**src/rtl/button_event.sv**
```systemverilog
// Gesture decoder downstream of the debouncer: turns a clean switch level into
// registered one-cycle press/release/click/double-click/long-press pulses.
module button_event #(
  parameter int unsigned LONG_CYCLES   = 8,
  parameter int unsigned DCLICK_CYCLES = 4
) (
  input  logic clk_i,
  input  logic rst_i,
  input  logic db_i,
  output logic press_o,
  output logic release_o,
  output logic click_o,
  output logic dclick_o,
  output logic long_o,
  output logic held_o
);

  localparam int unsigned MAX_C = (LONG_CYCLES > DCLICK_CYCLES) ? LONG_CYCLES : DCLICK_CYCLES;
  localparam int unsigned CW    = $clog2(MAX_C) + 1;
  localparam logic [CW-1:0] LONG_TC = CW'(LONG_CYCLES - 1);
  localparam logic [CW-1:0] DCLK_TC = CW'(DCLICK_CYCLES - 1);

  typedef enum logic [2:0] {
    S_IDLE,
    S_PRESSED,
    S_WAIT,
    S_SECOND,
    S_LONG_HELD
  } state_e;

  state_e          state_q, state_d;
  logic [CW-1:0]   cnt_q, cnt_d;
  logic            press_q, press_d;
  logic            release_q, release_d;
  logic            click_q, click_d;
  logic            dclick_q, dclick_d;
  logic            long_q, long_d;
  logic            held_q, held_d;

  // A level change on db_i always takes precedence over a terminal count.
  always_comb begin
    state_d   = state_q;
    cnt_d     = cnt_q;
    press_d   = 1'b0;
    release_d = 1'b0;
    click_d   = 1'b0;
    dclick_d  = 1'b0;
    long_d    = 1'b0;
    unique case (state_q)
      S_IDLE: begin
        if (db_i) begin
          press_d = 1'b1;
          cnt_d   = '0;
          state_d = S_PRESSED;
        end
      end
      S_PRESSED: begin
        if (!db_i) begin
          release_d = 1'b1;
          cnt_d     = '0;
          state_d   = S_WAIT;
        end else if (cnt_q == LONG_TC) begin
          long_d  = 1'b1;
          cnt_d   = '0;
          state_d = S_LONG_HELD;
        end else begin
          cnt_d = cnt_q + CW'(1);
        end
      end
      S_LONG_HELD: begin
        if (!db_i) begin
          release_d = 1'b1;
          cnt_d     = '0;
          state_d   = S_IDLE;
        end
      end
      S_WAIT: begin
        if (db_i) begin
          press_d = 1'b1;
          cnt_d   = '0;
          state_d = S_SECOND;
        end else if (cnt_q == DCLK_TC) begin
          click_d = 1'b1;
          cnt_d   = '0;
          state_d = S_IDLE;
        end else begin
          cnt_d = cnt_q + CW'(1);
        end
      end
      S_SECOND: begin
        if (!db_i) begin
          release_d = 1'b1;
          dclick_d  = 1'b1;
          cnt_d     = '0;
          state_d   = S_IDLE;
        end else if (cnt_q == LONG_TC) begin
          // First tap is reported as a click together with the long press.
          click_d = 1'b1;
          long_d  = 1'b1;
          cnt_d   = '0;
          state_d = S_LONG_HELD;
        end else begin
          cnt_d = cnt_q + CW'(1);
        end
      end
      default: begin
        cnt_d   = '0;
        state_d = S_IDLE;
      end
    endcase
    held_d = (state_d == S_PRESSED) || (state_d == S_SECOND) || (state_d == S_LONG_HELD);
  end

  always_ff @(posedge clk_i) begin
    if (!rst_i) begin
      state_q   <= S_IDLE;
      cnt_q     <= '0;
      press_q   <= 1'b0;
      release_q <= 1'b0;
      click_q   <= 1'b0;
      dclick_q  <= 1'b0;
      long_q    <= 1'b0;
      held_q    <= 1'b0;
    end else begin
      state_q   <= state_d;
      cnt_q     <= cnt_d;
      press_q   <= press_d;
      release_q <= release_d;
      click_q   <= click_d;
      dclick_q  <= dclick_d;
      long_q    <= long_d;
      held_q    <= held_d;
    end
  end

  assign press_o   = press_q;
  assign release_o = release_q;
  assign click_o   = click_q;
  assign dclick_o  = dclick_q;
  assign long_o    = long_q;
  assign held_o    = held_q;

endmodule
```
**config.mk**
```make
export PLATFORM = sky130hd
export DESIGN_NAME = button_event
export DESIGN_NICKNAME = d
export VERILOG_FILES = /design/src/rtl/button_event.sv
export SDC_FILE = /design/constraint.sdc
export NUM_CORES = 1
export LEC_CHECK = 0
export CAP_MARGIN = 20
export CORE_AREA = 5 5 42 44
export DETAILED_ROUTE_END_ITERATION = 16
export DIE_AREA = 0 0 47 49
export MAX_ROUTING_LAYER = met4
export PLACE_DENSITY = 0.69
export SYNTH_ARGS = -nofsm -noshare
export SYNTH_HDL_FRONTEND = slang
export SYNTH_SLANG_ARGS = --single-unit
```
**constraint.sdc**
```tcl
create_clock -name clk_i -period 4.4 [get_ports clk_i]
set_input_delay 1.1 -clock clk_i [delete_from_list [all_inputs] [get_ports clk_i]]
set_output_delay 1.1 -clock clk_i [all_outputs]
set_load 0.005 [all_outputs]
```
# After elaboration in Yosys (flattened, before gate mapping)
# Index checks and enable logic that the tools add are counted.
totals:
  reg_bits: 13
  out_inout_bits: 6
  word_cells: 53
op_classes:
  n_addsub: 1
  eq_ne: 11
  mux: 22
  reduce_logical: 11
ops:
  columns: ["op", "count"]
  rows:
  - ["4-bit two-way mux", 6]
  - ["3-bit two-way mux", 7]
  - ["4-bit case mux with 4 select lines", 1]
  - ["3-bit case mux with 5 select lines", 1]
  - ["2-bit AND reduction", 5]
  - ["3-bit by 2-bit == test with 1-bit output, second input constant", 3]
  - ["3-bit by 1-bit == test with 1-bit output, second input constant", 2]
  - ["3-bit == test, second input constant", 2]
  - ["1-bit two-way mux", 6]
  - ["4-bit by 1-bit adder with 4-bit output, second input constant", 1]
  - ["4-bit by 2-bit == test with 1-bit output, second input constant", 1]
  - ["4-bit by 3-bit == test with 1-bit output, second input constant", 1]
  - ["2-bit inequality test, second input constant", 2]
  - ["2-bit OR reduction", 2]
  - ["3-bit logical NOT", 1]
  - ["3-bit OR reduction", 1]
  - ["1-bit logical OR", 2]
  - ["1-bit case mux with 2 select lines", 1]

# Logic depth before layout (Yosys ltp)
# Gate-level depths: netlist (run 1).
depth:
  ltp_word: 7
  depth_mapped: 5
  depth_no_buf: 5

# Worst setup path before layout (run 1)
# OpenSTA, ideal clock, no wires.
synth_path:
  path_kind: "input -> register"
  start: "in db_i"
  end: "reg cnt_q[3]"
  setup_time_ns: 0.074
  arrival_time_ns: 2.371
  setup_slack_ns: 1.955
  cell_stages: 4
  cell_sequence: "or4b_1 -> o32ai_2 -> or4b_1 -> a31oi_1"
synth_via:
  elab_chain_len: 2
synth_rtl:
  columns: ["item", "line_no", "text"]
  rows:
  - ["from (decl)", "9", "input logic db_i,"]
  - ["4-bit two-way mux, or another cell as far along", "91", "if (!db_i) begin"]
  - ["4-bit case mux with 4 select lines or 2-bit AND reduction (tied branches)", null, null]
  - ["to (signal assigned)", "126", "cnt_q <= cnt_d;"]
  - ["to (decl)", "32", "logic [CW-1:0] cnt_q, cnt_d;"]
# Several ways; a longest one is shown, not always the timed one.
# A chain may end at the register's enable or synchronous reset.

# Worst setup path in the final report (run 1)
# Ends and elaborated chain as after synthesis.

==> results_dict.tcl, run 1 <==
set metrics [dict create \
    critPathLaunchType "primary input" \
    fillers 134 \
    synth_area_um2 608 \
    viasPerCell 5.38 \
    cts_max_level 1 \
    period_share_pct 66.9 \
    hp-class "flip-flop to flip-flop" \
    clk_latency_ps 280 \
    seq_area_frac_synth_pct 42.8 \
    finalCriticalPeriod_ps 2940 \
    routed_wl_um 1080 \
    dr.pass1.iters 4 \
    clkTransAtPathRegs_ps 80 \
    avgSynthCellArea_um2 8.94 \
    cpMostUsedCell "or4b_1" \
    drv_slew 0 \
    pwr-share-comb_pct 8.9 \
    required_ps 4610 \
    globalplace.congestion 0.811 \
    maxCapViolations 0 \
    grt_pass1_vias 453 \
    min_to "cnt_q[1]" \
    antenna_found_initial 0 \
    setup_viol 0 \
    r2r-start "cnt_q[0]" \
    die_area_mm2 0.00230 \
    cp.arrival_ps 3160 \
    synth.area.top_cells "dfxtp_1 43%, nand2_1 4.3%, nor2_1 3.7%" \
    postCtsResizedCells 0 \
    syn_nets 72 \
    design_area_um2 714 \
    p_per_area_mw_per_mm2 308 \
    reg2reg_depth 5 \
    synth_cells 68 \
    finalNetCount 81 \
    synth.distinct_cells 31 \
    finalPower_uw 220 \
    drt_iter0_markers 9 \
    wl_per_cell_um 11.7 \
    grt_setup_unrepaired "false" \
    hold_depth 2 \
    grt_usage_pct 11.7 \
    yosysWarningCount 0 \
    ios 9 \
    p_leak_uw 0.000258 \
    core_mm2 0.00140 \
    grt_remaining_overflow 0 \
    via_count 495 \
    endpoint_kind "flip-flop" \
    critical_path.max_fanout 14 \
    worstPathCellList "clkdlybuf4s50_1, or4b_1, o32ai_2, or4b_1, a31oi_1" \
    slew_headroom_pct 63.3 \
    diodes 0 \
    max_freq_mhz 340 \
    finalHoldViolCount 0 \
    drcViolationCount 0 \
    clock_skew_ps 7.45 \
    area_delta_synth_final_pct 17.5 \
    cts_sinks 13 \
    cts_hold_buf 0 \
    peakVddDrop_mv 0.114 \
    slowest_delay_ps 630 \
    cts_buffer_depth 2 \
    start_util_pct 43.4 \
    dpl_cell_area_um2 688 \
    rows 14 \
    seqPwrFrac_pct 56.8 \
    min_from "cnt_q[1]" \
    port_buffers 8 \
    grt_max_degree 16 \
    tightest_slew_ps 546 \
    final_common_cell "dfxtp_1" \
    synth_top_area_cell "dfxtp_1" \
    hpwl_um 729 \
    r2r-end "cnt_q[3]" \
    synth-seq-cells 13 \
    tns_ps 0 \
    switching_share_pct 24.7 \
    rrSetupSlack_ps 2500 \
    slowest_stage "clkdlybuf4s50_1" \
    crit_type "primary input to flip-flop" \
    cts_tree "done" \
    clockPowerShare_pct 34.4 \
    dieHeight_um 49 \
    layout-drive-gt1-share_pct 6.58 \
    chipWidth_um 47 \
    post_cts_buffers 0 \
    cts-root-buf "clkbuf_4" \
    drtAntennaViolNets 0 \
    grt_pass1_wl_um 1970 \
    switchingPower_uw 54.4 \
    netlist.area_leader.share_pct 42.8 \
    cts_made_buffers 3 \
    status "finished clean" \
    final_cell_mix "13 x dfxtp_1, 8 x clkdlybuf4s50_1, 7 x nand2_1" \
    internal_power_uw 166 \
]
-- cell usage after synthesis (all sizes together) --
| cell | count |
|---|---|
| a2111o | 1 |
| a211oi | 1 |
| a21oi | 4 |
| a221oi | 1 |
| a22oi | 2 |
| a31oi | 1 |
| and3b | 1 |
| and4 | 1 |
| and4b | 1 |
| buf | 2 |
| clkbuf | 2 |
| dfxtp | 13 |
| ha | 1 |
| inv | 2 |
| mux2i | 1 |
| nand2 | 7 |
| nand3 | 3 |
| nand4b | 1 |
| nor2 | 6 |
| nor2b | 3 |
| nor3 | 2 |
| nor3b | 2 |
| o211ai | 1 |
| o21ai | 2 |
| o21bai | 1 |
| o32ai | 1 |
| or3 | 1 |
| or3b | 1 |
| or4b | 2 |
| xor2 | 1 |
-- worst max-delay path: cells and delay by family --
| family | cells | cell delay [ps] |
|---|---|---|
| AOI/OAI and AO/OA | 2 | 340 |
| buffers and inverters | 1 | 630 |
| and+or+nand+nor | 2 | 1090 |
-- layout make-up --
| class | count | area [um2] | area share [%] |
|---|---|---|---|
| Clock buffer | 4 | 26.3 | 3.68 |
| Multi-Input combinational cell | 49 | 320 | 44.8 |
| Tap cell | 16 | 20.0 | 2.80 |
| Timing Repair Buffer | 8 | 80.1 | 11.2 |
| Inverter | 2 | 7.51 | 1.05 |
| Sequential cell | 13 | 260 | 36.4 |
-- state kept, by name (all words and copies together), names as in the netlist --
register and flops:
release_o 1, long_o 1, click_o 1, cnt_q 4
held_o 1, dclick_o 1, state_q 3, press_o 1
-- logic make-up (layout without fill, tap and decap cells) --
logic type,after synthesis,after routing,share of synthesized area (%)
AO/OA/AOI/OAI,15,15,18.1
XOR/XNOR,1,1,1.44
adder cells (fa/ha/maj),1,1,2.06
buffers and inverters,6,14,4.53
flip-flops,13,13,42.8
multiplexers,1,1,1.65
AND/OR/NAND/NOR,31,31,29.4
-- metal layers --
metal / track usage [%] / part of all wire (%) / vias to the layer above
met5: - / 0 / -
met4: 5.99 / 2.3 / 0
met3: 3.32 / 7.0 / 2
met2: 14.9 / 42 / 13
met1: 16.3 / 49 / 214
li1: - / - / 266
-- through the flow --
step                hold WS [ps]  util (%)  worst slack, ps  cells
finish                       534      51.0             1460     92
global route                 589      51.0             1330     92
CTS                          543      51.0             1460     92
detailed placement           523      49.1             1170     88
global placement             523      49.1             1200     88
floorplan                    491         -             1960     68
-- worst max path at each step --
| stage | start | endpoint | slack [ps] | cells past startpoint |
|---|---|---|---|---|
| 5_1_grt | db_i | cnt_q[3] | 1330 | 5 |
| 3_3_place_gp | db_i | cnt_q[3] | 1200 | 5 |
| 6_report | db_i | cnt_q[3] | 1460 | 5 |
| 2_1_floorplan | db_i | cnt_q[3] | 1960 | 4 |
| 3_5_place_dp | db_i | cnt_q[3] | 1170 | 5 |
| 4_1_cts | db_i | cnt_q[3] | 1460 | 5 |
-- power by group through the flow --
stage | sequential, uW | clock (uW) | combinational (uW)
after floorplan | 125 | 0 | 15.3
after global placement | 128 | 0 | 19.4
after detailed placement | 128 | 0 | 19.4
after CTS | 125 | 77.2 | 19.5
after global routing | 126 | 79.2 | 22.3
final | 125 | 75.6 | 19.6
(Power assumes the default switching activity.)
==> inputs of run 2 (changes only) <==
- CORE_AREA: 5 5 42 44 -> default
- CORE_MARGIN: default -> 5
- CORE_UTILIZATION: default -> 45
- DIE_AREA: 0 0 47 49 -> default
- PLACE_DENSITY: 0.69 -> 0.71
- clock period: 4.4 -> 2.55 ns (I/O delays scaled with it)
==> run 2 against run 1 <==
Register-to-register slack got worse by 1800 ps; clock power increased by 61%; global-route usage increased by 1.9 points; non-clock buffer count increased by 2; critical path depth unchanged; cell count increased by 1.1%; utilization increased by 5.7 points; sequential power increased by 73%; clock skew decreased by 3.3 ps; highest routed layer unchanged.
==> results_dict.tcl, run 2 (synthesis results as in run 1) <==
set metrics [dict create \
    drcViolationCount 0 \
    cp.arrival_ps 2320 \
    cts_hold_buf 0 \
    p_leak_uw 0.000268 \
    largest_register_ffs 4 \
    grt_pass1_wl_um 2040 \
    dieHeight_um 46.8 \
    globalplace.congestion 0.845 \
    die_area_mm2 0.00219 \
    critical_path.max_fanout 2 \
    critPathLaunchType "primary input" \
    wl_per_cell_um 12.9 \
    hpwl_um 827 \
    cpMostUsedCell "or4b_1" \
    slew_headroom_pct 60.4 \
    cts_max_level 1 \
    via_count 559 \
    grt_usage_pct 13.6 \
    largest-register "cnt_q" \
    grt_remaining_overflow 0 \
    cts_tree "done" \
    cts_made_buffers 3 \
    viasPerCell 6.01 \
    drt_iter0_markers 12 \
    final_common_cell "dfxtp_1" \
    final_cell_mix "13 x dfxtp_1, 8 x clkdlybuf4s50_1, 7 x nand2_1" \
    start_util_pct 47.3 \
    p_per_area_mw_per_mm2 514 \
    peakVddDrop_mv 0.242 \
    dr.pass1.iters 5 \
    tns_ps 0 \
    drtAntennaViolNets 0 \
    routed_wl_um 1200 \
    antenna_found_initial 0 \
    postCtsResizedCells 0 \
    layout-drive-gt1-share_pct 8.97 \
    status "finished clean" \
    finalHoldViolCount 0 \
    clkTransAtPathRegs_ps 80 \
    tightest_slew_ps 590 \
    clock_skew_ps 4.16 \
    hp-class "flip-flop to flip-flop" \
    maxCapViolations 0 \
    finalCriticalPeriod_ps 2130 \
    port_buffers 8 \
    endpoint_kind "flip-flop" \
    max_freq_mhz 469 \
    fin_hold_ws_ps 536 \
    cts_buffer_depth 2 \
    required_ps 2740 \
    chipWidth_um 46.8 \
    area_delta_synth_final_pct 19.8 \
    slowest_stage "or4b_1" \
    rrSetupSlack_ps 680 \
    finalNetCount 83 \
    diodes 0 \
    ios 9 \
    grt_pass1_vias 484 \
    slowest_delay_ps 530 \
    top_regs "cnt_q x4, state_q x3" \
    crit_type "primary input to flip-flop" \
    setup_viol 0 \
    worstPathCellList "clkdlybuf4s50_1, or4b_1, o32ai_2, or4b_1, a31oi_1" \
    clk_latency_ps 270 \
    drv_slew 0 \
    grt_setup_unrepaired "false" \
    core_mm2 0.00128 \
    cts-root-buf "clkbuf_4" \
    cts_sinks 13 \
    grt_max_degree 16 \
    rows 13 \
    post_cts_buffers 0 \
    period_share_pct 83.6 \
]
run 2: changes by cell type in the layout (fill, tap and decap cells not counted):
cell	change
buf_4	+2
run 2: critical path, delay by kind of cell:
family                 cells  cell delay [ps]
AND/OR/NAND/NOR            2              980
buffers and inverters      1              410
AO/OA/AOI/OAI              2              300
run 2: final timing paths:
path         startpoint  endpoint  cells after the start
max                db_i  cnt_q[3]                      5
min            cnt_q[1]  cnt_q[1]                      2
max reg2reg    cnt_q[0]  cnt_q[3]                      5
min reg2reg    cnt_q[1]  cnt_q[1]                      2
run 2: metrics by stage:
step	cells	setup slack, ps	power [uW]	cell area [um2]	util (%)
floorplan	68	568	242	608	-
global placement	89	183	256	702	54.6
detailed placement	89	130	257	702	54.6
CTS	93	409	380	728	56.7
global route	93	343	398	728	56.7
finish	93	417	374	728	56.7
run 2: area by class of cell:
type                       instances  area [um2]
multi-input combinational         49         320
sequential                        13         260
fill                             127         557
clock buffer                       4        26.3
inverter                           2        7.51
tap                               15        18.8
timing repair buffer              10        95.1
run 2: metal layers:
| layer | routed length, um | GRT usage (%) | vias to the layer above |
|---|---|---|---|
| met5 | 0 | - | - |
| li1 | - | - | 271 |
| met3 | 119 | 3.45 | 8 |
| met2 | 535 | 20.3 | 29 |
| met4 | 30 | 6.63 | 0 |
| met1 | 517 | 16.8 | 251 |
run 2: where the power goes:
group	total (uW)	internal, uW	leakage, uW	switching (uW)
Sequential	216	208	0.000106	7.26
Combinational	36.7	19.2	0.000147	17.5
Clock	122	60.5	0.0000150	61.6
==> inputs of run 3 (changes only) <==
- clock period: 2.55 -> 1.7 ns (I/O delays scaled with it)
==> run 3 against run 2 <==
Die area did not move; utilization is 9.8 points higher; clock skew grew 3.4 ps; routed wire length increased by 20%.
==> results_dict.tcl, run 3 (synthesis results as in run 1) <==
set metrics [dict create \
    clkTransAtPathRegs_ps 80 \
    max_freq_mhz 601 \
    cts_sinks 13 \
    start_util_pct 47.3 \
    setup_viol 0 \
    grt_max_degree 15 \
    globalplace.congestion 0.765 \
    via_count 616 \
    wl_met3_um 86 \
    final_common_cell "buf_4" \
    hp-class "flip-flop to flip-flop" \
    drt_iter0_markers 15 \
    rows 13 \
    tns_ps 0 \
    grt_setup_unrepaired "true" \
    drcViolationCount 0 \
    met1Wirelength_um 652 \
    dieHeight_um 46.8 \
    wl_met2_um 687 \
    viasPerCell 5.76 \
    finalNetCount 97 \
    required_ps 1900 \
    grt_pass1_vias 514 \
    endpoint_kind "flip-flop" \
    dr.pass1.iters 4 \
    drv_slew 0 \
    cts-root-buf "clkbuf_4" \
    slowest_delay_ps 530 \
    largest_register_ffs 4 \
    top_regs "cnt_q x4, state_q x3" \
    design_area_um2 855 \
    chipWidth_um 46.8 \
    clock_skew_ps 7.56 \
    wl_per_cell_um 13.5 \
    top_layer "met4" \
    ios 9 \
    maxCapViolations 0 \
    grt_pass1_wl_um 2210 \
    cts_buffer_depth 2 \
    p_per_area_mw_per_mm2 682 \
    die_area_mm2 0.00219 \
    cts_max_level 1 \
    final_cell_mix "16 x buf_4, 11 x dfxtp_1, 7 x nand2_1, 7 x clkdlybuf4s50_1, 6 x nor2_1" \
    port_buffers 8 \
    peakVddDrop_mv 0.477 \
    dpl_cell_area_um2 769 \
    grt_remaining_overflow 0 \
    cp.arrival_ps 1870 \
    path_delay_family "simple AND/OR/NAND/NOR gates" \
    grt_usage_pct 14.5 \
    utilization_pct 66.5 \
    layout-drive-gt1-share_pct 27.2 \
    p_leak_uw 0.000342 \
    crit_type "primary input to flip-flop" \
    hpwl_um 962 \
    tightest_slew_ps 459 \
    largest-register "cnt_q" \
    period_share_pct 97.9 \
    cts_made_buffers 3 \
    finalHoldViolCount 0 \
    fillers 106 \
    antenna_found_initial 0 \
    cts_tree "done" \
    status "finished clean" \
    finalCriticalPeriod_ps 1660 \
    drtAntennaViolNets 0 \
    worstPathCellList "clkdlybuf4s15_1, or4b_4, o32ai_2, or4b_1, a31oi_1" \
    slew_headroom_pct 69.2 \
    slowest_stage "or4b_4" \
    worst-path-buf-inv 1 \
    critPathLaunchType "primary input" \
    finalPower_uw 583 \
    routed_wl_um 1440 \
    diodes 0 \
    clk_latency_ps 270 \
    critical_path.max_fanout 2 \
    core_mm2 0.00128 \
    area_delta_synth_final_pct 40.5 \
]
==> run 3: repair_timing <==
item / in CTS / in global routing
endpoints found under the setup margin: 2 / 2
gates resized for setup: 3 / 5
hold endpoints to repair: 0 / 0
buffers inserted: 0 / 5
pin swaps: 2 / 3
hold buffers: 0 / 0
==> run 3: routing by layer <==
| metal | vias up | global-route usage [%] |
|---|---|---|
| met5 | - | - |
| met4 | 0 | 6.63 |
| met3 | 2 | 2.30 |
| met2 | 23 | 22.5 |
| met1 | 293 | 18.3 |
| li1 | 298 | - |
==> run 3: path summary, 6_finish.rpt <==
| check | cells after the start | to | slack [ps] | from |
|---|---|---|---|---|
| max reg2reg | 5 | cnt_q[3] | 50 | cnt_q[1] |
| max | 5 | cnt_q[3] | 40 | db_i |
| min reg2reg | 2 | click_o | 560 | cnt_q[2] |
| min | 2 | click_o | 560 | cnt_q[2] |
==> run 3: report_power, final <==
part / internal, uW / switching (uW)
combinational: 41.7 / 37.6
clock: 90.8 / 96.9
sequential: 311 / 4.52
total: 444 / 139
==> run 3: final cells by class <==
cell class / instances / area, um2 / share of cell area, %
Multi-Input combinational cell: 49 / 337 / 39.4
Sequential cell: 13 / 265 / 31.0
Timing Repair Buffer: 24 / 200 / 23.4
Clock buffer: 4 / 26.3 / 3.07
Tap cell: 15 / 18.8 / 2.20
Inverter: 2 / 7.51 / 0.878
==> run 3: through the flow <==
stage	std cells	setup WS (ps)	hold slack [ps]
floorplan	68	9.96	491
global placement	98	-403	523
detailed placement	98	-431	521
CTS	102	7.30	547
global route	107	-11.8	595
finish	107	36.0	565
==> run 3: worst reg2reg max path: stages (launching register included) <==
cell and delay, ps:
dfxtp_4 350, ha_4 170, and3b_1 200, o32ai_2 270, or4b_1 460, a31oi_1 140
